File: src/rtl/seq_multiplier_if.sv
// seq_multiplier_if: start/busy/done handshake, operands and result of the iterative multiplier
interface seq_multiplier_if #(parameter int N = 4) ();
  logic start;
  logic sgn;
  logic [N-1:0] a;
  logic [N-1:0] b;
  logic busy;
  logic done;
  logic [2*N-1:0] p;
  logic ovf;
  modport master (output start, sgn, a, b, input busy, done, p, ovf);
  modport slave (input start, sgn, a, b, output busy, done, p, ovf);
endinterface

File: src/rtl/seq_multiplier.sv
// seq_multiplier: shift-add multiplier retiring one multiplier bit per cycle, signed or unsigned
module seq_multiplier #(parameter int N = 4) (
  input logic clk,
  input logic rst_n,
  seq_multiplier_if.slave bus
);
  localparam int CW = $clog2(N) + 1;
  typedef enum logic {IDLE, RUN} state_t;
  state_t state, state_nxt;
  logic [2*N-1:0] mcand, acc, acc_nxt, res;
  logic [N-1:0] mplier, mag_a, mag_b;
  logic [CW-1:0] cnt;
  logic neg, sgn_r, last, ovf_nxt;
  // operand magnitudes, next accumulator, signed fix-up of the final sum and its overflow test
  always_comb begin
    mag_a = (bus.sgn && bus.a[N-1]) ? -bus.a : bus.a;
    mag_b = (bus.sgn && bus.b[N-1]) ? -bus.b : bus.b;
    acc_nxt = acc + (mplier[0] ? mcand : '0);
    res = neg ? -acc_nxt : acc_nxt;
    last = cnt == CW'(N - 1);
    ovf_nxt = sgn_r ? !((&res[2*N-1:N-1]) || !(|res[2*N-1:N-1])) : |res[2*N-1:N];
    state_nxt = (state == IDLE) ? (bus.start ? RUN : IDLE) : (last ? IDLE : RUN);
  end
  assign bus.busy = state == RUN;
  // state register; reset aborts any operation in flight
  always_ff @(posedge clk or negedge rst_n) begin
    if (!rst_n) state <= IDLE;
    else state <= state_nxt;
  end
  // capture on accepted start, one add/shift per RUN cycle, publish result on the last one
  always_ff @(posedge clk or negedge rst_n) begin
    if (!rst_n) begin
      mcand <= '0;
      mplier <= '0;
      acc <= '0;
      cnt <= '0;
      neg <= 1'b0;
      sgn_r <= 1'b0;
      bus.p <= '0;
      bus.ovf <= 1'b0;
      bus.done <= 1'b0;
    end else begin
      bus.done <= 1'b0;
      if (state == IDLE && bus.start) begin
        mcand <= {{N{1'b0}}, mag_a};
        mplier <= mag_b;
        acc <= '0;
        cnt <= '0;
        neg <= bus.sgn & (bus.a[N-1] ^ bus.b[N-1]);
        sgn_r <= bus.sgn;
      end else if (state == RUN) begin
        acc <= acc_nxt;
        mcand <= mcand << 1;
        mplier <= mplier >> 1;
        cnt <= cnt + CW'(1);
        if (last) begin
          bus.p <= res;
          bus.ovf <= ovf_nxt;
          bus.done <= 1'b1;
        end
      end
    end
  end
endmodule

File: src/flat_wrapper.sv
// flat-port wrapper written by rule: the top's interface ports become plain ports
module seq_multiplier_flat 
#(parameter int N = 4)
  (clk, rst_n, bus_start, bus_sgn, bus_a, bus_b, bus_busy, bus_done, bus_p, bus_ovf);
  seq_multiplier_if #(.N(N)) bus_i ();
  input logic clk;
  input logic rst_n;
  input wire logic [$bits(bus_i.start)-1:0] bus_start;
  input wire logic [$bits(bus_i.sgn)-1:0] bus_sgn;
  input wire logic [$bits(bus_i.a)-1:0] bus_a;
  input wire logic [$bits(bus_i.b)-1:0] bus_b;
  output wire logic [$bits(bus_i.busy)-1:0] bus_busy;
  output wire logic [$bits(bus_i.done)-1:0] bus_done;
  output wire logic [$bits(bus_i.p)-1:0] bus_p;
  output wire logic [$bits(bus_i.ovf)-1:0] bus_ovf;
  assign bus_i.start = bus_start;
  assign bus_i.sgn = bus_sgn;
  assign bus_i.a = bus_a;
  assign bus_i.b = bus_b;
  assign bus_busy = bus_i.busy;
  assign bus_done = bus_i.done;
  assign bus_p = bus_i.p;
  assign bus_ovf = bus_i.ovf;
  seq_multiplier #(.N(N)) u_core (.clk(clk), .rst_n(rst_n), .bus(bus_i));
endmodule
File: config.mk
export PLATFORM = sky130hd
export DESIGN_NAME = seq_multiplier_flat
export DESIGN_NICKNAME = d
export VERILOG_FILES = /design/src/rtl/seq_multiplier_if.sv /design/src/rtl/seq_multiplier.sv /design/src/flat_wrapper.sv
export SDC_FILE = /design/constraint.sdc
export NUM_CORES = 1
export LEC_CHECK = 0
export ABC_AREA = 1
export BUFFER_PORTS_ARGS = -buffer_cell sky130_fd_sc_hd__buf_4
export CAP_MARGIN = 30
export CORE_MARGIN = 3
export CORE_UTILIZATION = 45
export DETAILED_ROUTE_END_ITERATION = 6
export PLACE_DENSITY = 0.66
export SLEW_MARGIN = 15
export SYNTH_ARGS = -nofsm -noshare
export SYNTH_HDL_FRONTEND = slang
export SYNTH_SLANG_ARGS = --single-unit
File: constraint.sdc
create_clock -name clk -period 2.22 [get_ports clk]
set_input_delay 0.444 -clock clk [delete_from_list [all_inputs] [get_ports clk]]
set_output_delay 0.444 -clock clk [all_outputs]
set_load 0.02 [all_outputs]
After elaboration in Yosys (flattened, before gate mapping)
Index checks and enable logic that the tools add are counted.
{"block": "op_classes", "addsub": 5, "n_eq_ne": 1, "muxes": 19, "n_bitwise": 4, "reduce_logical": 11}
{"op": "2-to-1 mux 8 bit", "count": 6}
{"op": "2-to-1 mux 4 bit", "count": 4}
{"op": "adder 8 bit", "count": 1}
{"op": "negation 4 bit", "count": 2}
{"op": "negation 8 bit", "count": 1}
{"op": "2-to-1 mux 1 bit", "count": 7}
{"op": "2-to-1 mux 3 bit", "count": 2}
{"op": "AND reduction 5 bit", "count": 1}
{"op": "OR reduction 5 bit", "count": 1}
{"op": "OR reduction 4 bit", "count": 1}
{"op": "adder 3 x 1 -> 3 bit, second input constant", "count": 1}
{"op": "== test 3 x 2 -> 1 bit, second input constant", "count": 1}
{"op": "logical AND 1 bit", "count": 3}
{"op": "AND reduction 3 bit", "count": 1}
{"op": "zero test 1 bit", "count": 2}
{"op": "inverter 1 bit", "count": 2}
{"op": "nonzero test 2 bit", "count": 1}
{"op": "AND 1 bit", "count": 1}
{"op": "logical OR 1 bit", "count": 1}
{"op": "bitwise XOR 1 bit", "count": 1}
{"block": "word_totals", "register_bits": 36, "input_bits": 12, "wordCells": 50}

Longest topological paths before layout
{"block": "logic_depth", "word_depth": 9, "ltp_mapped": 19, "mapped_depth_nobuf": 18}

Least setup slack after synthesis
Ideal clock, no wire load.
{"block": "synth_path", "path_type": "flip-flop to flip-flop", "start": "reg u_core.mplier[0]", "end": "reg u_core.bus.ovf", "t_arrival_ps": 2237, "required_time_ps": 2104, "setup_slack_ps": -133, "stages_incl_launch_ff": 20, "path_buffers": 1, "period_less_slack_ps": 2353, "cell_sequence": "dfrtp_1 > buf_2 > nand2_1 > inv_1 > ha_1 > fa_1 > inv_1 > ha_1 > inv_1 > nor2_2 > nand2_2 > nand2_1 > nand2_1 > nand2_1 > nor2_1 > nand2_1 > nor2_1 > nand2_1 > nand2_1 > nand2_1"}
{"block": "synth_via", "elab_chain_cells": 9, "word_cells_on_any_way": 11}
{"item": "from (decl)", "line_no": "seq_multiplier.sv:11", "source": "logic [N-1:0] mplier, mag_a, mag_b;"}
{"item": "from (signal assigned)", "line_no": "seq_multiplier.sv:46", "source": "mplier <= mag_b;"}
{"item": "from (signal assigned)", "line_no": "seq_multiplier.sv:54", "source": "mplier <= mplier >> 1;"}
{"item": "2-to-1 mux 8 bit (*)", "line_no": "seq_multiplier.sv:18", "source": "acc_nxt = acc + (mplier[0] ? mcand : '0);"}
{"item": "adder 8 bit (*)", "line_no": "seq_multiplier.sv:18"}
{"item": "negation 8 bit", "line_no": "seq_multiplier.sv:19", "source": "res = neg ? -acc_nxt : acc_nxt;"}
{"item": "2-to-1 mux 8 bit (*)", "line_no": "seq_multiplier.sv:19"}
{"item": "OR reduction 5 bit", "line_no": "seq_multiplier.sv:21", "source": "ovf_nxt = sgn_r ? !((&res[2*N-1:N-1]) || !(|res[2*N-1:N-1])) : |res[2*N-1:N];"}
{"item": "zero test 1 bit", "line_no": "seq_multiplier.sv:21"}
{"item": "logical OR 1 bit", "line_no": "seq_multiplier.sv:21"}
{"item": "zero test 1 bit", "line_no": "seq_multiplier.sv:21"}
{"item": "2-to-1 mux 1 bit (*)", "line_no": "seq_multiplier.sv:21"}
{"item": "to (signal assigned)", "line_no": "seq_multiplier.sv:58", "source": "bus.ovf <= ovf_nxt;"}
{"item": "to (decl)", "line_no": "seq_multiplier_if.sv:12", "source": "modport slave (input start, sgn, a, b, output busy, done, p, ovf);"}
Mark *: on every way between the ends. The rest lies on a longest branch, timed or not.
A chain may end at the register's enable or synchronous reset.

Worst setup path in the final report
Same ends and word-level chain as after synthesis.

==> run_results.csv <==
group,metric,value,unit
sta,rsz0062_at_grt,"true",
global_routing,overflow,0,
placement,placed_area,0.00257,mm2
critical_path,cp-start-kind,"flip-flop",
global_routing,grt_use_total,18.0,%
run_status,status,"complete, but fails checks",
run,drv_cap,0,
die,core_area,0.00475,mm2
clocking,cts_hold_buf,0,
placement,numPortBuffers,22,
power,peakVddDrop,0.881,mV
power,seqPwrFrac,29.5,%
clocking,tritoncts,"done",
clocking,clock_path_buffers,2,
power,p_leak,0.00143,uW
placement,gp_congestion,0.862,
sta,fin_crit_sh,106,%
drt,routed_via_density,5.01,
power,internal_power,2170,uW
layout,nNetsFinal,354,
sta,max-slew-margin-rel,68.6,%
critical_path,reg2reg_depth,18,
synthesis,yosysMostFrequentCell,"nand2_1",
synthesis,postSynthCellCount,289,
layout,drive_gt1_share,27.0,%
sta,hold_viol,0,
critical_path,required,2.41,ns
clocking,cts_inserted_buffers,5,
sta,setup_slack,-0.129,ns
synthesis,synth_top_cell_by_area,"dfrtp_1",
synthesis,ys_top_cells_by_count,"nand2_1, inv_1, dfrtp_1",
synthesis,async_flop_share,100,%
critical_path,worst-path-max-fanout,3,
drt,drt_wl_total,4860,um
drt,routedWlPerCell,12.2,um
global_routing,grt_max_degree,37,
power,p_sw,1670,uW
synthesis,ys_seq_elements,36,
layout,area_delta_synth_final,24.7,%
critical_path,end_kind,"flip-flop",
clocking,cts-root-buf,"clkbuf_8",
die,initial_core_util,47.0,%
sta,worst_pin_slew,0.471,ns
die,die-area,0.00585,mm2
layout,final_area,0.00279,mm2
power,power_frac_clock,15.4,%
global_routing,antenna_found_initial,0,
clocking,ctsHtreeMaxLevel,2,
sta,skew,0.00392,ns
drt,drtPass1Iterations,5,
critical_path,r2r_start,"u_core.mplier[0]",
drt,drcViolationCount,0,
critical_path,cp.arrival,2.54,ns
drt,vias,1990,
placement,hpwl,3560,um
power,sw_frac_of_total,43.6,%
synthesis,yosysSeqAreaShare,40.3,%
die,fp.dieW,76.5,um
critical_path,reg2reg_setup_slack,-0.13,ns
min_path,min_path_type,"in2async",
clocking,clkLatencyLatePin,0.30,ns
synthesis,avgSynthCellArea,7.73,um2
synthesis,syn_nets,314,
layout,n_antenna_cell,0,
run_status,violations,"setup timing",
sta,period_minus_slack,2.35,ns
sta,setup_viol,1,
synthesis,yosysWarnings,0,
clocking,clk_pin_slew,0.08,ns
synthesis,synthFlopType,"dfrtp_1",
sta,finalSetupTns,-0.129,ns
synthesis,syn_area,0.00223,mm2
synthesis,synth_top_area_share,40.3,%
sta,maxSlewViolCount,0,
clocking,clkSinkCount,36,
power,p_per_area,1380,mW/mm2
die,io_pins,23,
die,die_y,76.5,um
synthesis,yosysUniqueCellTypes,32,
global_routing,grt_pass1_wl,8550,um
die,rows,25,
synthesis,synthTopCellsByArea,"dfrtp_1, nand2_1, ha_1",
layout,nFillCells,462,
drt,antenna_left,0,
power,combPwrFrac,55.0,%
critical_path,crit_type,"reg2reg",
layout,utilization,58.6,%
drt,drt_iter0_drc,97,
sta,timing.fmax,0.426,GHz
synthesis,synth_edf_count,0,
global_routing,grt_pass1_vias,1931,
critical_path,startpoint,"u_core.mplier[0]",
placement,dp_slack,-0.0609,ns
-- sequential cells by signal (all words and copies together) (netlist names) --
| name | cells |
|---|---|
| u_core.acc | 8 |
| u_core.bus.p | 8 |
| u_core.mcand | 8 |
| u_core.mplier | 4 |
| u_core.cnt | 3 |
| u_core.bus.busy | 1 |
| u_core.bus.done | 1 |
| u_core.bus.ovf | 1 |
| u_core.neg | 1 |
| u_core.sgn_r | 1 |
-- power by group through the flow --
stage	registers (uW)	clock network, uW	logic [uW]
after floorplan	1170	0	1290
after global placement	1120	0	1890
after detailed placement	1140	0	1920
after CTS	1120	597	1950
after global routing	1180	629	2400
final	1130	593	2110
-- logic make-up after synthesis --
kind of cell / Yosys count / synth area share (%)
AND/OR/NAND/NOR: 136 / 28.3
adder cells (fa/ha/maj): 13 / 7.61
buffers and inverters: 49 / 8.73
XOR/XNOR: 4 / 1.57
flip-flops: 36 / 40.3
AO/OA/AOI/OAI: 51 / 13.5
-- cell usage in the layout (no fill, tap or decap), drive strengths merged --
cell type	count
inv	41
nor2	19
a22oi	4
clkinvlp	1
o211ai	2
fa	1
nand3	24
o21a	3
xnor2	3
nand4	1
a21oi	11
clkinv	1
nand2	89
xor2	1
a31oi	2
dfrtp	36
clkbuf	5
o221ai	1
o22ai	5
a22o	1
nor3	2
o21ai	22
nand3b	1
ha	12
buf	41
bufinv	1
-- area by class of cell --
cell class | instances | area, um2 | area share (%)
multi-input cells | 204 | 1220 | 44.0
clock buffers | 5 | 68.8 | 2.47
well taps | 67 | 83.8 | 3.01
flip-flops and latches | 36 | 901 | 32.3
repair buffers | 41 | 312 | 11.2
clock inverters | 3 | 42.5 | 1.53
inverters | 41 | 154 | 5.52
-- through the flow --
stage	total power (uW)	std cells	hold slack, ns
5_1_grt	4210	397	0.127
4_1_cts	3670	395	0.108
6_report	3840	397	0.0864
2_1_floorplan	2460	289	0.148
3_3_place_gp	3010	386	0.433
3_5_place_dp	3050	386	0.432
-- timing repair --
action	CTS	global route
cloned	0	0
pin swaps	3	10
resized for setup	1	20
setup endpoints to repair	2	5
setup buffers	1	2
-- critical path, stage by stage, from the launching register on --
cell and delay, ns:
dfrtp_1 0.39, nand2_1 0.08, inv_2 0.04, ha_4 0.15, fa_2 0.57, inv_2 0.06
ha_4 0.15, inv_2 0.04, nor2_2 0.03, nand2_2 0.09, nand2_2 0.06, nand2_2 0.08
nand2_2 0.06, nor2_2 0.10, nand2_1 0.05, nor2_1 0.13, nand2_1 0.07, nand2_1 0.05
nand2_1 0.04
-- worst paths after layout --
check                                  endpoint
worst max register to register   u_core.bus.ovf
worst min register to register  u_core.bus.p[2]
max in group asynchronous       u_core.bus.p[2]
worst min-delay path              u_core.acc[6]
worst max-delay path             u_core.bus.ovf
min in group clk                   u_core.sgn_r
-- metal layers --
metal,GRT usage (%),vias up,wire length (um)
li1,-,1015,-
met1,22.3,921,2210
met2,31.2,47,2340
met3,3.66,7,232
met4,5.98,0,70
met5,0,-,0
(Power assumes the default switching activity.)
